**src/rtl/lift_pkg.sv**
```systemverilog
// Shared encodings for the lift controller slice: floor codes, direction codes,
// run-controller states and the SCAN direction decision.
package lift_pkg;

  localparam logic [1:0] F1 = 2'b00;
  localparam logic [1:0] F2 = 2'b01;
  localparam logic [1:0] F3 = 2'b10;
  localparam logic [1:0] F4 = 2'b11;

  localparam logic [1:0] DRC_WAIT = 2'b00;
  localparam logic [1:0] DRC_UP   = 2'b01;
  localparam logic [1:0] DRC_DN   = 2'b10;

  typedef enum logic [1:0] {WAIT, RUN, CHECK, HOLD} state_t;

  // Keep going while requests lie ahead, otherwise take whichever side has
  // work (up first), otherwise stop.
  function automatic logic [1:0] scan_next(input logic [1:0] drc,
                                           input logic       above,
                                           input logic       below,
                                           input logic [1:0] floor);
    logic [1:0] nxt;
    nxt = DRC_WAIT;
    if (drc == DRC_UP && above && floor != F4)      nxt = DRC_UP;
    else if (drc == DRC_DN && below && floor != F1) nxt = DRC_DN;
    else if (above)                                 nxt = DRC_UP;
    else if (below)                                 nxt = DRC_DN;
    return nxt;
  endfunction

endpackage

```
**src/rtl/lift_run_ctrl_if.sv**
```systemverilog
// Bundle between the floor-request block (master) and the run controller (slave).
interface lift_run_ctrl_if;
  logic       Fout_1up, Fout_2up, Fout_3up;
  logic       Fout_2dn, Fout_3dn, Fout_4dn;
  logic       Fout_1, Fout_2, Fout_3, Fout_4;
  logic       arrival;
  logic       door;
  logic       err;
  logic [1:0] c_floor;
  logic [1:0] drc;
  logic       lock;

  modport master (
    output Fout_1up, Fout_2up, Fout_3up, Fout_2dn, Fout_3dn, Fout_4dn,
    output Fout_1, Fout_2, Fout_3, Fout_4, arrival, door, err,
    input  c_floor, drc, lock
  );

  modport slave (
    input  Fout_1up, Fout_2up, Fout_3up, Fout_2dn, Fout_3dn, Fout_4dn,
    input  Fout_1, Fout_2, Fout_3, Fout_4, arrival, door, err,
    output c_floor, drc, lock
  );
endinterface

```
**src/rtl/lift_travel_timer.sv**
```systemverilog
// Inter-floor travel timer: counts while enabled, pulses done on the last
// cycle of a floor-to-floor move and wraps back to zero.
module lift_travel_timer #(
  parameter int T_FLOOR = 2000,
  parameter int TW      = 16
) (
  input  logic clk_1KHz,
  input  logic rst,
  input  logic en,
  input  logic clr,
  output logic done
);

  logic [TW-1:0] count;

  assign done = en && !clr && (count == TW'(T_FLOOR - 1));

  always_ff @(posedge clk_1KHz) begin
    if (rst || clr || done) count <= '0;
    else if (en)            count <= count + TW'(1);
  end

endmodule

```
**src/rtl/lift_run_ctrl.sv**
```systemverilog
// SCAN motion controller for the 4-floor lift: tracks the car floor, run
// direction and issues a one-cycle lock strobe on every floor change.
module lift_run_ctrl
  import lift_pkg::*;
#(
  parameter int T_FLOOR  = 2000,
  parameter int ARR_WAIT = 3,
  parameter int TW       = 16
) (
  input logic          clk_1KHz,
  input logic          rst,
  lift_run_ctrl_if.slave bus
);

  state_t     state, state_n;
  logic [1:0] drc_q, drc_n;
  logic [1:0] floor_q, floor_n;
  logic       lock_q, lock_n;
  logic [7:0] cnt_q, cnt_n;
  logic [3:0] req_at;
  logic       above, below;
  logic       t_en, t_clr, t_done;

  assign req_at[0] = ~bus.Fout_1up | ~bus.Fout_1;
  assign req_at[1] = ~bus.Fout_2up | ~bus.Fout_2dn | ~bus.Fout_2;
  assign req_at[2] = ~bus.Fout_3up | ~bus.Fout_3dn | ~bus.Fout_3;
  assign req_at[3] = ~bus.Fout_4dn | ~bus.Fout_4;

  always_comb begin
    above = 1'b0;
    below = 1'b0;
    for (int unsigned f = 0; f < 4; f++) begin
      if (2'(f) > floor_q) above = above | req_at[f];
      if (2'(f) < floor_q) below = below | req_at[f];
    end
  end

  lift_travel_timer #(.T_FLOOR(T_FLOOR), .TW(TW)) u_timer (
    .clk_1KHz (clk_1KHz),
    .rst      (rst),
    .en       (t_en),
    .clr      (t_clr),
    .done     (t_done)
  );

  always_comb begin
    state_n = state;
    drc_n   = drc_q;
    floor_n = floor_q;
    lock_n  = 1'b0;
    cnt_n   = '0;
    t_en    = 1'b0;
    t_clr   = 1'b0;
    // A fault with the car already home parks it regardless of state.
    if (bus.err && floor_q == F1) begin
      state_n = WAIT;
      drc_n   = DRC_WAIT;
      t_clr   = 1'b1;
    end else begin
      unique case (state)
        WAIT: begin
          if (bus.err) begin
            state_n = RUN;
            drc_n   = DRC_DN;
          end else if (!bus.arrival || !bus.door) begin
            state_n = HOLD;
          end else if (above) begin
            state_n = RUN;
            drc_n   = DRC_UP;
          end else if (below) begin
            state_n = RUN;
            drc_n   = DRC_DN;
          end
        end
        RUN: begin
          if (bus.err && drc_q != DRC_DN) begin
            drc_n = DRC_DN;
            t_clr = 1'b1;
          end else begin
            t_en = 1'b1;
            if (t_done) begin
              if (drc_q == DRC_UP && floor_q != F4)      floor_n = floor_q + 2'd1;
              else if (drc_q == DRC_DN && floor_q != F1) floor_n = floor_q - 2'd1;
              lock_n  = 1'b1;
              state_n = CHECK;
            end
          end
        end
        CHECK: begin
          cnt_n = cnt_q + 8'd1;
          if (bus.err) begin
            drc_n = DRC_DN;
            if (cnt_q == 8'(ARR_WAIT - 1)) state_n = RUN;
          end else if (!bus.arrival) begin
            state_n = HOLD;
          end else if (cnt_q == 8'(ARR_WAIT - 1)) begin
            drc_n   = scan_next(drc_q, above, below, floor_q);
            state_n = (scan_next(drc_q, above, below, floor_q) == DRC_WAIT) ? WAIT : RUN;
          end
        end
        HOLD: begin
          if (bus.err) begin
            state_n = RUN;
            drc_n   = DRC_DN;
          end else if (bus.arrival && bus.door) begin
            drc_n   = scan_next(drc_q, above, below, floor_q);
            state_n = (scan_next(drc_q, above, below, floor_q) == DRC_WAIT) ? WAIT : RUN;
          end
        end
        default: state_n = WAIT;
      endcase
    end
  end

  always_ff @(posedge clk_1KHz) begin
    if (rst) begin
      state   <= WAIT;
      drc_q   <= DRC_WAIT;
      floor_q <= F1;
      lock_q  <= 1'b0;
      cnt_q   <= '0;
    end else begin
      state   <= state_n;
      drc_q   <= drc_n;
      floor_q <= floor_n;
      lock_q  <= lock_n;
      cnt_q   <= cnt_n;
    end
  end

  assign bus.c_floor = floor_q;
  assign bus.drc     = drc_q;
  assign bus.lock    = lock_q;

endmodule
```
**src/flat_wrapper.sv**
```systemverilog
// flat-port wrapper written by rule: the top's interface ports become plain ports
module lift_run_ctrl_flat import lift_pkg::*;
#(
  parameter int T_FLOOR  = 2000,
  parameter int ARR_WAIT = 3,
  parameter int TW       = 16
)
  (clk_1KHz, rst, bus_Fout_1up, bus_Fout_2up, bus_Fout_3up, bus_Fout_2dn, bus_Fout_3dn, bus_Fout_4dn, bus_Fout_1, bus_Fout_2, bus_Fout_3, bus_Fout_4, bus_arrival, bus_door, bus_err, bus_c_floor, bus_drc, bus_lock);
  lift_run_ctrl_if bus_i ();
  input logic clk_1KHz;
  input logic rst;
  input wire logic [$bits(bus_i.Fout_1up)-1:0] bus_Fout_1up;
  input wire logic [$bits(bus_i.Fout_2up)-1:0] bus_Fout_2up;
  input wire logic [$bits(bus_i.Fout_3up)-1:0] bus_Fout_3up;
  input wire logic [$bits(bus_i.Fout_2dn)-1:0] bus_Fout_2dn;
  input wire logic [$bits(bus_i.Fout_3dn)-1:0] bus_Fout_3dn;
  input wire logic [$bits(bus_i.Fout_4dn)-1:0] bus_Fout_4dn;
  input wire logic [$bits(bus_i.Fout_1)-1:0] bus_Fout_1;
  input wire logic [$bits(bus_i.Fout_2)-1:0] bus_Fout_2;
  input wire logic [$bits(bus_i.Fout_3)-1:0] bus_Fout_3;
  input wire logic [$bits(bus_i.Fout_4)-1:0] bus_Fout_4;
  input wire logic [$bits(bus_i.arrival)-1:0] bus_arrival;
  input wire logic [$bits(bus_i.door)-1:0] bus_door;
  input wire logic [$bits(bus_i.err)-1:0] bus_err;
  output wire logic [$bits(bus_i.c_floor)-1:0] bus_c_floor;
  output wire logic [$bits(bus_i.drc)-1:0] bus_drc;
  output wire logic [$bits(bus_i.lock)-1:0] bus_lock;
  assign bus_i.Fout_1up = bus_Fout_1up;
  assign bus_i.Fout_2up = bus_Fout_2up;
  assign bus_i.Fout_3up = bus_Fout_3up;
  assign bus_i.Fout_2dn = bus_Fout_2dn;
  assign bus_i.Fout_3dn = bus_Fout_3dn;
  assign bus_i.Fout_4dn = bus_Fout_4dn;
  assign bus_i.Fout_1 = bus_Fout_1;
  assign bus_i.Fout_2 = bus_Fout_2;
  assign bus_i.Fout_3 = bus_Fout_3;
  assign bus_i.Fout_4 = bus_Fout_4;
  assign bus_i.arrival = bus_arrival;
  assign bus_i.door = bus_door;
  assign bus_i.err = bus_err;
  assign bus_c_floor = bus_i.c_floor;
  assign bus_drc = bus_i.drc;
  assign bus_lock = bus_i.lock;
  lift_run_ctrl #(.T_FLOOR(T_FLOOR), .ARR_WAIT(ARR_WAIT), .TW(TW)) u_core (.clk_1KHz(clk_1KHz), .rst(rst), .bus(bus_i));
endmodule
```
**config.mk**
```make
export PLATFORM = sky130hd
export DESIGN_NAME = lift_run_ctrl_flat
export DESIGN_NICKNAME = d
export VERILOG_FILES = /design/src/rtl/lift_pkg.sv /design/src/rtl/lift_run_ctrl_if.sv /design/src/rtl/lift_travel_timer.sv /design/src/rtl/lift_run_ctrl.sv /design/src/flat_wrapper.sv
export SDC_FILE = /design/constraint.sdc
export NUM_CORES = 1
export LEC_CHECK = 0
export BUFFER_PORTS_ARGS = -buffer_cell sky130_fd_sc_hd__buf_2
export CELL_PAD_IN_SITES_DETAIL_PLACEMENT = 0
export CELL_PAD_IN_SITES_GLOBAL_PLACEMENT = 1
export CORE_MARGIN = 5
export CORE_UTILIZATION = 39
export DETAILED_ROUTE_END_ITERATION = 12
export PLACE_DENSITY = 0.85
export SLEW_MARGIN = 25
export SYNTH_ARGS = -nofsm -noshare
export SYNTH_HDL_FRONTEND = slang
export SYNTH_HIERARCHICAL = 1
export SYNTH_SLANG_ARGS = --single-unit
```
**constraint.sdc**
```tcl
create_clock -name clk_1KHz -period 2.71 [get_ports clk_1KHz]
set_clock_uncertainty 0.1 [all_clocks]
set_input_delay 0.542 -clock clk_1KHz [delete_from_list [all_inputs] [get_ports clk_1KHz]]
set_output_delay 0.542 -clock clk_1KHz [all_outputs]
set_load 0.01 [all_outputs]
```
---- Yosys cells after proc, flatten, opt, wreduce, memory -nomap -nowiden ----
Index checks and enable logic that the tools add are counted.
word-level totals
  output and inout port bits .............. 5
  logic and storage cells ................. 146
  register bits after elaboration ......... 31
operators by class
  $add $sub $neg .......................... 4
  reduce and logical (&&, ||, !) cells .... 29
  muxes and demuxes ....................... 53
  bitwise logic cells ..................... 26
  eq/ne operators ......................... 20
  $lt $le $gt $ge ......................... 8
operators by type and width
  kind                                                                             count
  2-bit 2-to-1 mux                                                                 34
  1-bit 2-to-1 mux                                                                 17
  16-bit by 1-bit adder with 16-bit output (second input constant)                 1
  16-bit by 11-bit == test with 1-bit output (second input constant)               1
  2-bit case mux with 4 select lines                                               2
  1-bit inverter                                                                   14
  3-bit by 2-bit != test with 1-bit output (second input constant)                 4
  1-bit bitwise OR                                                                 12
  6-bit AND reduction                                                              2
  1-bit logical AND                                                                11
  8-bit by 1-bit adder with 8-bit output (second input constant)                   1
  8-bit by 2-bit == test with 1-bit output (second input constant)                 1
  2-bit logical NOT                                                                4
  2-bit != test (second input constant)                                            4
  2-bit == test (second input constant)                                            3
  3-bit != test (second input constant)                                            2
  5-bit by 2-bit != test with 1-bit output (second input constant)                 1
  5-bit AND reduction                                                              1
  2-bit by 1-bit == test with 1-bit output (second input constant)                 2
  1-bit by 2-bit greater-than comparator with 1-bit output (first input constant)  2
  2-bit greater-than comparator (first input constant)                             2
  1-bit by 2-bit < comparator with 1-bit output (first input constant)             2
  2-bit < comparator (first input constant)                                        2
  4-bit by 2-bit != test with 1-bit output (second input constant)                 1
  9 further kinds                                                                  14

---- Depth between registers and ports, before layout ----
  depth in word-level cells ............... 24
  depth in mapped cells ................... 11
  depth with buffers taken out ............ 11

---- By module ----
Netlist, hierarchy kept.
by module, submodules not included
  module             area each (um^2)  cells an instance  times used
  lift_run_ctrl      982.2             119                1
  lift_travel_timer  772.0             85                 1

---- Least setup slack after synthesis ----
No wires, ideal clock.
  path type ............................... register -> register
  from .................................... register u_core.floor_q[1] (netlist: u_core/bus.c_floor[1])
  to ...................................... register u_core.floor_q[1] (netlist: u_core/bus.c_floor[1])
  cell stages (with the launch flop) ...... 11
  required time ........................... 2536 ps
  library setup time ...................... 74 ps
  slack ................................... 71 ps
  data arrival time ....................... 2464 ps
  cells stage by stage .................... dfxtp_1 -> inv_1 -> ha_1 -> or2_2 -> a21oi_1 -> buf_4 -> nand4_1 -> nor3_1 -> o211ai_1 -> or3_1 -> a31oi_1
RTL lines
  what                                  RTL line                 RTL
  from (decl)                           lift_run_ctrl.sv:17      logic [1:0] floor_q, floor_n;
  from (signal assigned)                lift_run_ctrl.sv:125     floor_q <= floor_n;
  2-bit logical NOT                     lift_run_ctrl.sv:55      if (bus.err && floor_q == F1) begin
  1-bit logical AND                     lift_run_ctrl.sv:55
  1-bit 2-to-1 mux                      lift_run_ctrl.sv:55
  net u_core.t_en                       lift_run_ctrl.sv:22      logic t_en, t_clr, t_done;
  1-bit logical AND (2 in series)       lift_travel_timer.sv:16  assign done = en && !clr && (count == TW'(T_FLOOR - 1));
  net u_core.t_done                     lift_run_ctrl.sv:22
  5-bit AND reduction (no source line)  -
The timed path passes the listed nets, and every way through them passes these cells. The select of a mux whose other input is x is not followed.
A chain may end at the register's enable or synchronous reset.

---- Worst setup path after layout ----
  from .................................... register u_core.floor_q[0] (netlist: u_core/bus.c_floor[0])
  to ...................................... register u_core.u_timer.count[14]
RTL lines
  what                             RTL line                 RTL
  2-bit logical NOT (*)            lift_run_ctrl.sv:55
  1-bit logical AND (*)            lift_run_ctrl.sv:55
  1-bit 2-to-1 mux (*)             lift_run_ctrl.sv:55
  net u_core.t_en                  lift_run_ctrl.sv:22
  1-bit logical AND (2 in series)  lift_travel_timer.sv:16
  1-bit logical OR                 lift_travel_timer.sv:19  if (rst || clr || done) count <= '0;
  to (signal assigned)             lift_travel_timer.sv:20  else if (en) count <= count + TW'(1);
  to (decl)                        lift_travel_timer.sv:14  logic [TW-1:0] count;
Mark *: on every way through the listed nets, which the timed path passes. The rest lies on a longest branch.

==> results.yml <==
critical_path:
  cp_slowest_stage_delay_ps: 390
  start_kind: "flip-flop"
  worstSetupPathType: "flip-flop to flip-flop"
  r2r_end: "u_core/u_timer/count[14]$_SDFFE_PP0P_"
  crit_arrival_ps: 2630
  r2r_slack_ps: 190
  critPathSlowestCell: "or3_4"
  path_max_fanout: 6
  worstPathCellList: "inv_1 -> ha_1 -> or2_2 -> a21oi_1 -> buf_4 -> nand3_2 -> or3_4 -> or3_1 -> a21oi_2"
  rr_worst_depth: 9
  reg2reg_from: "u_core/bus.c_floor[0]$_SDFFE_PP0P_"
  cp.required_ps: 2810
  cp-end-kind: "flip-flop"
cts:
  cts_buffers: 5
  insertion_delay_ps: 270
  cts_buffer_depth: 2
  htree_levels: 2
  clkTransAtPathRegs_ps: 60
  clkSinkCount: 31
  cts_tree: "built"
  root_buffer: "clkbuf_8"
placement:
  hpwl_um: 2720
  post-place-cells: 280
  port_buffers: 19
  placed_area_mm2: 0.00195
  place_congestion: 0.832
  pre_cts_ws_ps: 173
logic_synthesis:
  async_reset_ff_share_pct: 0
  synth_warnings: 6
  yosysUniqueCellTypes: 46
  synth_cells: 204
  yosys_register_bits: 31
  ys_seq_area_share_pct: 35.4
  syn-cell-area_mm2: 0.00175
  syn_avg_cell_area_um2: 8.60
  synth_ff_type: "dfxtp_1"
  synth_edf_count: 0
  syn_nets: 227
floorplanning:
  die_width_um: 77.1
  fp-row-count: 24
  ios: 20
  start_util_pct: 40.3
  die_area_mm2: 0.00594
  die_h_um: 77.1
  design.core.area_mm2: 0.00435
global_route:
  grt_pass1_vias: 1334
  grt_overflow: 0
  antenna_found_initial: 0
  grt_max_degree: 17
  grt_pass1_wl_um: 6120
  grtUsageTotal_pct: 12.5
hold_path:
  min_path_type: "flip-flop to flip-flop"
  hold_path_depth: 1
  min_to: "u_core/cnt_q[0]$_SDFF_PP0_"
  min_from: "u_core/cnt_q[0]$_SDFF_PP0_"
power_and_ir_drop:
  comb_power_share_pct: 9.1
  p_leak_nw: 0.756
  clockPowerShare_pct: 38.1
  pwr-share-seq_pct: 52.8
  powerDensity_mw_per_mm2: 430
  switching_share_pct: 23.0
  ir_drop_mv: 0.285
  power_switching_uw: 202
  internal-power_uw: 676
timing:
  setup_ws_ps: 186
  slew_viol_final: 0
  finalCritPeriodShare_pct: 93.2
  worst_slew_pin_slew_ps: 498
  setup_viol: 0
  hold_violations: 0
  period_needed_ps: 2520
  finalSetupTns_ps: 0
  slew_headroom_pct: 66.8
  fmax_mhz: 396
  rsz0062_at_grt: "false"
cells_and_area:
  fin_area_mm2: 0.00204
  nNetsFinal: 259
  syn2layout_area_growth_pct: 16.5
  final_cells: 289
  diodes: 0
  drive_gt1_share_pct: 21.5
  layout.core_utilization_pct: 46.9
route:
  vias_per_cell: 5.25
  vias: 1516
  drc: 0
  drt_iter0_drc: 72
  wl_um: 3580
  post_drt_wl_per_cell_um: 12.4
  ant_nets: 0
  drt_first_pass_iters: 4
outcome:
  outcome: "finished, final reports clean"
flow_run:
  maxCapViolCount: 0
[worst max-delay path, delay by kind of cell (launching register included)]
| family | cells | cell delay [ps] |
|---|---|---|
| AOI/OAI and AO/OA | 2 | 390 |
| adders and majority gates | 1 | 200 |
| buffers and inverters | 2 | 250 |
| DFF | 1 | 320 |
| and+or+nand+nor | 4 | 1190 |
[layout by cell type, fill, tap and decap left out, types with 2 or more instances in the layout]
cell,n
a21oi_1,11
a221oi_2,2
a31oi_1,2
and3_1,2
buf_2,19
buf_4,12
clkbuf_1,2
clkbuf_8,5
dfxtp_1,31
ha_1,8
inv_1,5
mux2i_1,3
nand2_1,15
nand2b_1,2
nand3_1,11
nand3_2,2
nand4_1,7
nor2_1,33
nor2b_1,3
nor3_1,2
nor4_1,7
o21ai_0,4
or2_2,2
or3_1,4
xnor2_1,9
xor2_1,11
[per-layer routing]
| metal | up-vias | routed length [um] | track usage [%] |
|---|---|---|---|
| met5 | - | 0 | 0 |
| met3 | 2 | 207 | 5.27 |
| met1 | 688 | 1740 | 16.5 |
| met4 | 0 | 36 | 4.98 |
| met2 | 30 | 1600 | 18.1 |
| li1 | 796 | - | - |
[power by group through the flow]
| stage | clock network, mW | registers (mW) | logic (mW) |
|---|---|---|---|
| after CTS | 0.353 | 0.463 | 0.0798 |
| after floorplan | 0 | 0.474 | 0.0510 |
| final | 0.335 | 0.463 | 0.0797 |
| after detailed placement | 0 | 0.474 | 0.0794 |
| after global routing | 0.378 | 0.464 | 0.0880 |
| after global placement | 0 | 0.473 | 0.0804 |
[cells by family (layout without fill, tap and decap cells)]
group	count (synthesis)	after routing	synth area share (%)
AND/OR/NAND/NOR	97	97	28.2
AO/OA/AOI/OAI	34	34	15.3
flip-flops	31	31	35.4
XOR/XNOR	20	20	9.99
buffers and inverters	11	44	3.78
adder cells (fa/ha/maj)	8	8	5.71
multiplexers	3	3	1.71
[sequential cells by signal, indices dropped and copies added (netlist names)]
signal and cells:
u_core/bus.drc 2, u_core/u_timer/count 16, u_core/cnt_q 8, u_core/bus.lock 1, u_core/bus.c_floor 2, u_core/state 2
[area by class of cell]
class / instances / area [um2]
clock buffer: 7 / 76.3
clock inverter: 1 / 5.00
fill: 439 / 2310
inverter: 5 / 18.8
multi-input combinational: 162 / 1070
sequential: 31 / 621
tap: 52 / 65.1
timing repair buffer: 31 / 185
[per-stage QoR]
stage / power, mW / hold WS (ps)
detailed placement: 0.553 / 380
global placement: 0.554 / 368
floorplan: 0.525 / 348
global route: 0.929 / 416
CTS: 0.896 / 393
finish: 0.878 / 385
[timing repair]
item	in CTS	in global routing
buffers inserted	0	1
hold endpoints to repair	0	0
setup endpoints to repair	0	2
hold buffers	0	0
resized for setup	0	1
[synth_stat cells (2+ instances only)]
cell       n  area (um2)
a21oi_1   11        55.1
a221oi_2   2        30.0
a31oi_1    2        12.5
and3_1     2        12.5
buf_2      2        10.0
buf_4      2        15.0
buf_6      2        22.5
dfxtp_1   31         621
ha_1       8         100
inv_1      5        18.8
mux2i_1    3        30.0
nand2_1   15        56.3
nand2b_1   2        12.5
nand3_1   11        55.1
nand3_2    2        20.0
nand4_1    7        43.8
nor2_1    33         124
nor2b_1    3        18.8
nor3_1     3        15.0
nor4_1     7        43.8
o21ai_0    4        20.0
or2_2      2        12.5
or3_1      4        25.0
xnor2_1    9        78.8
xor2_1    11        96.3
[how the worst max path moves through the flow]
stage | startpoint | endpoint | slack [ps] | cells past startpoint
after global placement | u_core/bus.c_floor[0]$_SDFFE_PP0P_ | u_core/bus.c_floor[1]$_SDFFE_PP0P_ | 280 | 11
after floorplan | u_core/bus.c_floor[1]$_SDFFE_PP0P_ | u_core/bus.c_floor[1]$_SDFFE_PP0P_ | 70 | 10
after global routing | u_core/bus.c_floor[0]$_SDFFE_PP0P_ | u_core/bus.c_floor[1]$_SDFFE_PP0P_ | 50 | 11
after CTS | u_core/bus.c_floor[0]$_SDFFE_PP0P_ | u_core/bus.c_floor[1]$_SDFFE_PP0P_ | 160 | 11
after detailed placement | u_core/bus.c_floor[0]$_SDFFE_PP0P_ | u_core/bus.c_floor[1]$_SDFFE_PP0P_ | 170 | 11
final | u_core/bus.c_floor[0]$_SDFFE_PP0P_ | u_core/u_timer/count[14]$_SDFFE_PP0P_ | 190 | 9
No activity file was read; power rests on OpenSTA's default activity.
